==> src/rtl/rv32i_pkg.sv <==
// Shared RV32I definitions: instruction formats, major opcodes and the
// encoder's output buffer entry.
package rv32i_pkg;

  typedef enum logic [2:0] {
    FMT_R = 3'd0,
    FMT_I = 3'd1,
    FMT_S = 3'd2,
    FMT_B = 3'd3,
    FMT_U = 3'd4,
    FMT_J = 3'd5
  } fmt_e;

  localparam logic [6:0] OP_ALUREG = 7'b0110011;
  localparam logic [6:0] OP_ALUIMM = 7'b0010011;
  localparam logic [6:0] OP_BRANCH = 7'b1100011;
  localparam logic [6:0] OP_LOAD   = 7'b0000011;
  localparam logic [6:0] OP_STORE  = 7'b0100011;
  localparam logic [6:0] OP_LUI    = 7'b0110111;
  localparam logic [6:0] OP_AUIPC  = 7'b0010111;
  localparam logic [6:0] OP_JAL    = 7'b1101111;
  localparam logic [6:0] OP_JALR   = 7'b1100111;

  typedef struct packed {
    logic [31:0] instr;
    logic        err;
  } entry_t;

  // Occupancy of the two-entry output buffer.
  typedef enum logic [1:0] {
    EMPTY = 2'd0,
    ONE   = 2'd1,
    FULL  = 2'd2
  } occ_e;

endpackage

==> src/rtl/rv32i_encoder_if.sv <==
// Field-bundle input and instruction-word output handshakes of the encoder.
// master = producer/consumer side, slave = the encoder.
interface rv32i_encoder_if #(
  parameter int CNT_W = 8
);
  logic             in_valid;
  logic             in_ready;
  logic [2:0]       fmt;
  logic [6:0]       opcode;
  logic [4:0]       rd;
  logic [4:0]       rs1;
  logic [4:0]       rs2;
  logic [2:0]       funct3;
  logic [6:0]       funct7;
  logic [31:0]      imm;
  logic             out_valid;
  logic             out_ready;
  logic [31:0]      out_instr;
  logic             out_err;
  logic [CNT_W-1:0] err_count;

  modport master (
    output in_valid, fmt, opcode, rd, rs1, rs2, funct3, funct7, imm, out_ready,
    input  in_ready, out_valid, out_instr, out_err, err_count
  );

  modport slave (
    input  in_valid, fmt, opcode, rd, rs1, rs2, funct3, funct7, imm, out_ready,
    output in_ready, out_valid, out_instr, out_err, err_count
  );
endinterface

==> src/rtl/rv32i_field_pack.sv <==
// Combinational packer: places decoded fields into an RV32I word and flags
// immediates that do not fit the selected format.
module rv32i_field_pack
  import rv32i_pkg::*;
(
  input  logic [2:0]  fmt,
  input  logic [6:0]  opcode,
  input  logic [4:0]  rd,
  input  logic [4:0]  rs1,
  input  logic [4:0]  rs2,
  input  logic [2:0]  funct3,
  input  logic [6:0]  funct7,
  input  logic [31:0] imm,
  output entry_t      result
);

  logic [31:0] word;
  logic        bad;
  logic        is_shift;

  always_comb begin
    // NOTE: every always_comb target gets a default first so no path can infer a latch.
    word     = '0;
    bad      = 1'b0;
    is_shift = (funct3 == 3'b001) || (funct3 == 3'b101);

    case (fmt)
      FMT_R: word = {funct7, rs2, rs1, funct3, rd, opcode};
      FMT_I: begin
        // Shift-immediate forms carry funct7 in the upper bits and a 5-bit shamt.
        if (is_shift) begin
          word = {funct7, imm[4:0], rs1, funct3, rd, opcode};
          bad  = |imm[31:5];
        end else begin
          word = {imm[11:0], rs1, funct3, rd, opcode};
          bad  = !((&imm[31:11]) || !(|imm[31:11]));
        end
      end
      FMT_S: begin
        word = {imm[11:5], rs2, rs1, funct3, imm[4:0], opcode};
        bad  = !((&imm[31:11]) || !(|imm[31:11]));
      end
      FMT_B: begin
        word = {imm[12], imm[10:5], rs2, rs1, funct3, imm[4:1], imm[11], opcode};
        bad  = !((&imm[31:12]) || !(|imm[31:12])) || imm[0];
      end
      FMT_U: begin
        word = {imm[31:12], rd, opcode};
        bad  = |imm[11:0];
      end
      FMT_J: begin
        word = {imm[20], imm[10:1], imm[11], imm[19:12], rd, opcode};
        bad  = !((&imm[31:20]) || !(|imm[31:20])) || imm[0];
      end
      default: bad = 1'b1;
    endcase

    result.instr = bad ? 32'd0 : word;
    result.err   = bad;
  end

endmodule

==> src/rtl/rv32i_encoder.sv <==
// RV32I instruction encoder: handshake front end, two-entry FIFO output
// buffer and a saturating count of rejected bundles.
module rv32i_encoder
  import rv32i_pkg::*;
#(
  parameter int CNT_W = 8
) (
  input logic            clk,
  input logic            reset,
  rv32i_encoder_if.slave bus
);

  entry_t           packed_entry;
  entry_t           head;
  entry_t           tail;
  occ_e             state;
  logic [CNT_W-1:0] err_cnt;
  logic             push;
  logic             pop;

  rv32i_field_pack u_pack (
    .fmt    (bus.fmt),
    .opcode (bus.opcode),
    .rd     (bus.rd),
    .rs1    (bus.rs1),
    .rs2    (bus.rs2),
    .funct3 (bus.funct3),
    .funct7 (bus.funct7),
    .imm    (bus.imm),
    .result (packed_entry)
  );

  // Ready depends only on the registered occupancy, never on out_ready.
  assign push = bus.in_valid && (state != FULL);
  assign pop  = (state != EMPTY) && bus.out_ready;

  always_ff @(posedge clk or posedge reset) begin
    if (reset) begin
      // NOTE: the two buffer slots are reset too, so the output word reads 0 straight out of reset.
      state   <= EMPTY;
      head    <= '0;
      tail    <= '0;
      err_cnt <= '0;
    end else begin
      // NOTE: state registers use <= so every branch sees the pre-edge values.
      case (state)
        EMPTY: begin
          if (push) begin
            head  <= packed_entry;
            state <= ONE;
          end
        end
        ONE: begin
          if (push && pop) begin
            head <= packed_entry;
          end else if (push) begin
            tail  <= packed_entry;
            state <= FULL;
          end else if (pop) begin
            head  <= '0;
            state <= EMPTY;
          end
        end
        FULL: begin
          if (pop) begin
            head  <= tail;
            state <= ONE;
          end
        end
        default: state <= EMPTY;
      endcase

      if (push && packed_entry.err && !(&err_cnt)) begin
        err_cnt <= err_cnt + CNT_W'(1);
      end
    end
  end

  assign bus.in_ready  = (state != FULL);
  assign bus.out_valid = (state != EMPTY);
  assign bus.out_instr = head.instr;
  assign bus.out_err   = head.err;
  assign bus.err_count = err_cnt;

endmodule

==> src/flat_wrapper.sv <==
// flat-port wrapper written by rule: the top's interface ports become plain ports
module rv32i_encoder_flat import rv32i_pkg::*;
#(
  parameter int CNT_W = 8
)
  (clk, reset, bus_in_valid, bus_fmt, bus_opcode, bus_rd, bus_rs1, bus_rs2, bus_funct3, bus_funct7, bus_imm, bus_out_ready, bus_in_ready, bus_out_valid, bus_out_instr, bus_out_err, bus_err_count);
  rv32i_encoder_if #(.CNT_W(CNT_W)) bus_i ();
  input logic clk;
  input logic reset;
  input wire logic [$bits(bus_i.in_valid)-1:0] bus_in_valid;
  input wire logic [$bits(bus_i.fmt)-1:0] bus_fmt;
  input wire logic [$bits(bus_i.opcode)-1:0] bus_opcode;
  input wire logic [$bits(bus_i.rd)-1:0] bus_rd;
  input wire logic [$bits(bus_i.rs1)-1:0] bus_rs1;
  input wire logic [$bits(bus_i.rs2)-1:0] bus_rs2;
  input wire logic [$bits(bus_i.funct3)-1:0] bus_funct3;
  input wire logic [$bits(bus_i.funct7)-1:0] bus_funct7;
  input wire logic [$bits(bus_i.imm)-1:0] bus_imm;
  input wire logic [$bits(bus_i.out_ready)-1:0] bus_out_ready;
  output wire logic [$bits(bus_i.in_ready)-1:0] bus_in_ready;
  output wire logic [$bits(bus_i.out_valid)-1:0] bus_out_valid;
  output wire logic [$bits(bus_i.out_instr)-1:0] bus_out_instr;
  output wire logic [$bits(bus_i.out_err)-1:0] bus_out_err;
  output wire logic [$bits(bus_i.err_count)-1:0] bus_err_count;
  assign bus_i.in_valid = bus_in_valid;
  assign bus_i.fmt = bus_fmt;
  assign bus_i.opcode = bus_opcode;
  assign bus_i.rd = bus_rd;
  assign bus_i.rs1 = bus_rs1;
  assign bus_i.rs2 = bus_rs2;
  assign bus_i.funct3 = bus_funct3;
  assign bus_i.funct7 = bus_funct7;
  assign bus_i.imm = bus_imm;
  assign bus_i.out_ready = bus_out_ready;
  assign bus_in_ready = bus_i.in_ready;
  assign bus_out_valid = bus_i.out_valid;
  assign bus_out_instr = bus_i.out_instr;
  assign bus_out_err = bus_i.out_err;
  assign bus_err_count = bus_i.err_count;
  rv32i_encoder #(.CNT_W(CNT_W)) u_core (.clk(clk), .reset(reset), .bus(bus_i));
endmodule
==> config.mk <==
export PLATFORM = sky130hd
export DESIGN_NAME = rv32i_encoder_flat
export DESIGN_NICKNAME = d
export VERILOG_FILES = /design/src/rtl/rv32i_pkg.sv /design/src/rtl/rv32i_encoder_if.sv /design/src/rtl/rv32i_field_pack.sv /design/src/rtl/rv32i_encoder.sv /design/src/flat_wrapper.sv
export SDC_FILE = /design/constraint.sdc
export NUM_CORES = 1
export LEC_CHECK = 0
export CELL_PAD_IN_SITES_DETAIL_PLACEMENT = 0
export CELL_PAD_IN_SITES_GLOBAL_PLACEMENT = 1
export CORE_ASPECT_RATIO = 0.7
export CORE_MARGIN = 5
export CORE_UTILIZATION = 30
export CTS_CLUSTER_DIAMETER = 40
export DETAILED_ROUTE_END_ITERATION = 8
export HOLD_SLACK_MARGIN = 0.02
export PLACE_DENSITY = 0.68
export SYNTH_ARGS = -nofsm -noshare
export SYNTH_HDL_FRONTEND = slang
export SYNTH_SLANG_ARGS = --single-unit
==> constraint.sdc <==
create_clock -name clk -period 3.5 [get_ports clk]
set_input_delay 0.7 -clock clk [delete_from_list [all_inputs] [get_ports clk]]
set_output_delay 0.7 -clock clk [all_outputs]
set_load 0.01 [all_outputs]
==> Word-level counts from Yosys, hierarchy flattened <==
Cells that the tools add are included.
{ "classes": {"n_reduce_logical": 34, "n_lt_le_gt_ge": 0, "n_bitwise": 1, "add_sub_neg": 1, "n_mux": 17, "n_mul": 0, "eq_ne": 16, "div_mod_pow": 0, "n_shift": 0} }
{ "ops": {"columns": ["cell", "n"], "rows": [
  ["$pmux W32 S6", 1],
  ["$mux W33", 5],
  ["$pmux W33 S3", 1],
  ["$mux W32", 2],
  ["$reduce_or A27 Y1", 1],
  ["$reduce_or A12 Y1", 2],
  ["$reduce_and A21 Y1", 1],
  ["$reduce_or A21 Y1", 1],
  ["$reduce_and A20 Y1", 1],
  ["$reduce_or A20 Y1", 1],
  ["$reduce_and A12 Y1", 1],
  ["$mux W2", 5],
  ["$eq A3 B3 Y1 const B", 3],
  ["$add A8 B1 Y8 const B", 1],
  ["$reduce_and A8 Y1", 1],
  ["$logic_not A1 Y1", 7],
  ["$eq A3 B1 Y1 const B", 2],
  ["$eq A3 B2 Y1 const B", 2],
  ["$logic_or A1 B1 Y1", 6],
  ["$ne A3 B1 Y1 const B", 2],
  ["$pmux W1 S6", 1],
  ["$pmux W2 S3", 1],
  ["$logic_and A1 B1 Y1", 5],
  ["$reduce_and A5 Y1", 1],
  ["other kinds (13)", 15]
]} }
{ "totals": {"regBits": 76, "wordCells": 75, "ramBits": 0, "memories": 0, "latchBits": 0, "mem_bits_ro": 0} }

==> Longest topological paths before layout <==
{ "depth": {"word_depth": 9, "depth_mapped": 11} }

==> Cells and area by module <==
Synthesis repeated with hierarchy kept, for this count alone.
{ "unflattened": {"cells_unflattened": 453, "hier_area_um2": 4410.5} }
{ "modules_own_cells": {"columns": ["mod", "cells_per_inst", "instances", "area_each_um2", "seq_area_each_um2"], "rows": [
  ["rv32i_encoder", 319, 1, 3362.0, 1901.8],
  ["rv32i_field_pack", 134, 1, 1048.5, 0.0]
]} }

==> Worst setup path after synthesis <==
Ideal clock, no wire load.
{ "synth_timing": {"path_kind": "input to register", "from": "in bus_imm[22]", "to": "reg u_core.head (netlist bit u_core.bus.out_instr[16])", "required_time_ps": 3411, "setup_ps": 89, "path_stages": 10, "setup_slack_ps": 604, "arrival_ps": 2807, "cell_sequence": "nor4_1 > nand3_1 > o41ai_2 > a31oi_1 > or4_1 > buf_2 > or3b_1 > buf_6 > buf_6 > o221ai_2"} }
{ "synth_via": {"elab_chain_cells": 9, "elab_cells_between_ends": 24} }
{ "synth_lines": {"columns": ["item", "line_no", "source"], "rows": [
  ["start, declared", "flat_wrapper.sv:18", "input wire logic [$bits(bus_i.imm)-1:0] bus_imm;"],
  ["$reduce_or A21 Y1 (tied with other cells)", "rv32i_field_pack.sv:36, rv32i_field_pack.sv:41", null],
  ["$logic_not A1 Y1 (on tied branches)", null, null],
  ["$logic_or A1 B1 Y1 (on tied branches)", null, null],
  ["$logic_not A1 Y1 (on tied branches)", null, null],
  ["$mux W1 (tied with other cells)", "rv32i_field_pack.sv:31", "if (is_shift) begin"],
  ["$pmux W1 S6 (*)", "rv32i_field_pack.sv:27", "case (fmt)"],
  ["$mux W32 (*)", "rv32i_field_pack.sv:58", "result.instr = bad ? 32'd0 : word;"],
  ["$mux W33 (on tied branches)", "rv32i_encoder.sv:54, rv32i_encoder.sv:48", null],
  ["$pmux W33 S3 (*)", "rv32i_encoder.sv:46", "case (state)"],
  ["end signal, assigned", "rv32i_encoder.sv:49", "head <= packed_entry;"],
  ["end signal, assigned", "rv32i_encoder.sv:55", "head <= packed_entry;"],
  ["end signal, assigned", "rv32i_encoder.sv:66", "head <= tail;"],
  ["end, declared", "rv32i_encoder.sv:14", "entry_t head;"]
]} }
Every way passes the cells marked *; elsewhere a longest branch is shown, timed or not. The select of a mux whose other input is x is not followed.
A chain may end at the register's enable or synchronous reset.

==> Final worst setup path <==
{ "layout_timing": {"from": "in bus_imm[22]", "to": "reg u_core.head (netlist bit u_core.bus.out_instr[26])"} }
The elaborated chain is that of the path after synthesis.

==> impl_metrics.json <==
{
  "vias": 3754,
  "yosysWarnings": 0,
  "final_antenna_net_count": 0,
  "cts_tree": "done",
  "root_buffer": "clkbuf_16",
  "post_cts_buffers": 0,
  "die_w_um": 149,
  "hold_start": "u_core.tail[18]",
  "min_path_type": "reg2reg",
  "synth_fp_nets": 505,
  "holdWs_ps": 478,
  "rows": 35,
  "rsz0062_at_grt": "false",
  "design_area_sq_um": 5820,
  "ys_ff_latch": 76,
  "coreArea_sq_um": 13200,
  "drt-initial-drc-count": 291,
  "synth_seq_area_share_pct": 46.8,
  "whs_path_depth": 2,
  "clk_path_buf_depth": 2,
  "routabilityCongestion": 0.855,
  "grt-ovfl-total": 0,
  "grt.total_usage_pct": 16.7,
  "whs_endpoint": "u_core.tail[18]",
  "antenna_cells": 0,
  "numCtsBuffers": 9,
  "endpoint_kind": "register",
  "p_leak_nw": 2.32,
  "utilization_pct": 44.0,
  "first_global_vias": 3720,
  "drt-total-wl_mm": 13.4,
  "finalSetupTns_ps": 0,
  "synth_ff_type": "dfrtp_1",
  "htreeDepth": 3,
  "clock-sinks": 76,
  "skew_ps": 7.49,
  "reg2reg_from": "u_core.state[0]",
  "antenna_found_initial": 0,
  "syn-cell-area_sq_um": 4070,
  "grt_pass1_wl_mm": 20.8,
  "start_util_pct": 30.7,
  "period_minus_slack_ps": 3320,
  "routedWlPerCell_um": 18.3,
  "status": "finished, final reports clean",
  "cts-hold-fix-buffers": 0,
  "io_buffers": 113,
  "cts_resized": 0,
  "synth_top_cell_by_area": "dfrtp_1",
  "crit_type": "in2reg",
  "period_share_pct": 94.9,
  "hpwl_mm": 9.85,
  "yosys-top-cells-area": "dfrtp_1 47%, nand2_1 10%, o221ai_2 7.4%",
  "ff2ff_setup_slack_ps": 1190,
  "firstDrtPassIters": 5,
  "synth_cell_types": 46,
  "clock_latency_ps": 340,
  "post-route-drc-count": 0,
  "power_mw": 4.06,
  "slew_headroom_pct": 55.7,
  "r2r_cells": 10,
  "nets": 619,
  "drv_slew": 0,
  "layout-drive-gt1-share_pct": 11.9,
  "r2r-end": "u_core.bus.out_instr[4]",
  "maxCapViolCount": 0,
  "syn_inst": 429,
  "synth_edf_count": 0,
  "p_per_area_nw_per_um2": 698,
  "post-synth-top-count-cell": "nand2_1",
  "io_pins": 114,
  "die_height_um": 107,
  "hold_viol": 0,
  "syn_area_per_cell_sq_um": 9.48,
  "postPlaceCellArea_sq_um": 5500,
  "cp_max_fo": 8,
  "worstSetupStartpointType": "primary input",
  "ir_drop_uv": 462,
  "worstPathRequired_ps": 3740,
  "post_drt_via_cell_ratio": 5.12,
  "ys_top_cells_by_count": "109 x nand2_1, 76 x dfrtp_1, 26 x clkbuf_1",
  "dieArea_sq_um": 16000,
  "async_flop_share_pct": 100,
  "worst_pin_slew_ps": 664,
  "area_growth_pct": 43.2,
  "yosys.area.top_type_share_pct": 46.8,
  "clkTransAtPathRegs_ps": 60,
  "clock.fmax_ghz": 0.301,
  "cp_data_arrival_time_ps": 3570,
  "grt_max_degree": 68,
  "setup_violations": 0
}
[how the worst max path moves through the flow]
stage,startpoint,end,slack [ps],cells after the start
floorplan,bus_imm[22],u_core.bus.out_instr[16],600,10
global placement,bus_imm[22],u_core.bus.out_instr[30],-40,9
detailed placement,bus_imm[22],u_core.bus.out_instr[26],-90,9
CTS,bus_imm[22],u_core.bus.out_instr[26],230,9
global route,bus_imm[22],u_core.bus.out_instr[26],8,9
finish,bus_imm[22],u_core.bus.out_instr[26],180,9
[per-stage QoR]
stage	std cells	setup slack (ps)
6_report	733	179
3_5_place_dp	717	-92.9
4_1_cts	733	235
3_3_place_gp	717	-36.5
5_1_grt	733	8.22
2_1_floorplan	429	604
[per-layer routing]
| layer | global-route usage, % | vias to the layer above | wire length (um) |
|---|---|---|---|
| li1 | - | 1803 | - |
| met1 | 24.9 | 1785 | 6470 |
| met2 | 22.9 | 155 | 5620 |
| met3 | 5.56 | 11 | 1200 |
| met4 | 4.25 | 0 | 140 |
| met5 | 0 | - | 0 |
[final cells by class]
| class | instances | area (sq um) |
|---|---|---|
| sequential | 76 | 1900 |
| clock inverter | 4 | 72.6 |
| timing repair buffer | 137 | 1340 |
| clock buffer | 12 | 246 |
| tap | 185 | 231 |
| fill | 1308 | 7400 |
| multi-input combinational | 309 | 1990 |
| inverter | 10 | 38.8 |
[flip-flops by register name, summed over array words and instances, names as in the netlist]
register              cells
u_core.state              2
u_core.bus.out_err        1
u_core.tail              33
u_core.bus.err_count      8
u_core.bus.out_instr     32
[placed cells by master, fill, tap and decap left out, types with 2 or more instances in the layout]
master / n
a221o_1: 8
nor2_1: 20
nand2b_1: 2
inv_1: 9
a21oi_1: 12
buf_12: 2
o21ai_0: 16
a32oi_1: 2
xnor2_1: 6
a222oi_1: 6
o221ai_1: 4
clkbuf_1: 2
mux2_2: 2
nand3_1: 4
nor2b_1: 5
and2_1: 2
buf_4: 22
dfrtp_1: 76
a211oi_1: 2
clkdlybuf4s50_1: 113
nor4_1: 7
clkinv_2: 2
nor3_1: 2
nand2_1: 109
nand4_1: 11
o31ai_1: 25
a22oi_1: 9
bufinv_16: 2
and3_1: 5
ha_1: 5
clkbuf_16: 9
mux2i_1: 7
o221ai_2: 20
[where the power goes]
group          total [mW]  switching, mW  leakage, nW  internal, mW
sequential           1.36          0.192         1.03          1.17
clock                1.00          0.362        0.153         0.643
combinational        1.69          0.938         1.14         0.754
total                4.06           1.49         2.32          2.57
[critical path, stage by stage]
cell and delay, ps:
clkdlybuf4s50_1 430, nor4_1 450, nand3_1 260, nor3_1 210, a2111oi_0 90, or4_1 560, or3b_1 440, buf_4 210
o221ai_1 210
[logic make-up (layout without fill, tap and decap cells)]
group / count (synthesis) / after routing / synth area share (%)
xor+xnor: 7 / 7 / 1.51
fa+ha+maj: 5 / 5 / 1.54
simple gates: 174 / 174 / 18.9
compound gates: 114 / 114 / 24.3
buf+inv: 44 / 163 / 4.68
mux: 9 / 9 / 2.28
flops: 76 / 76 / 46.8
No activity file was read; power rests on OpenSTA's default activity.
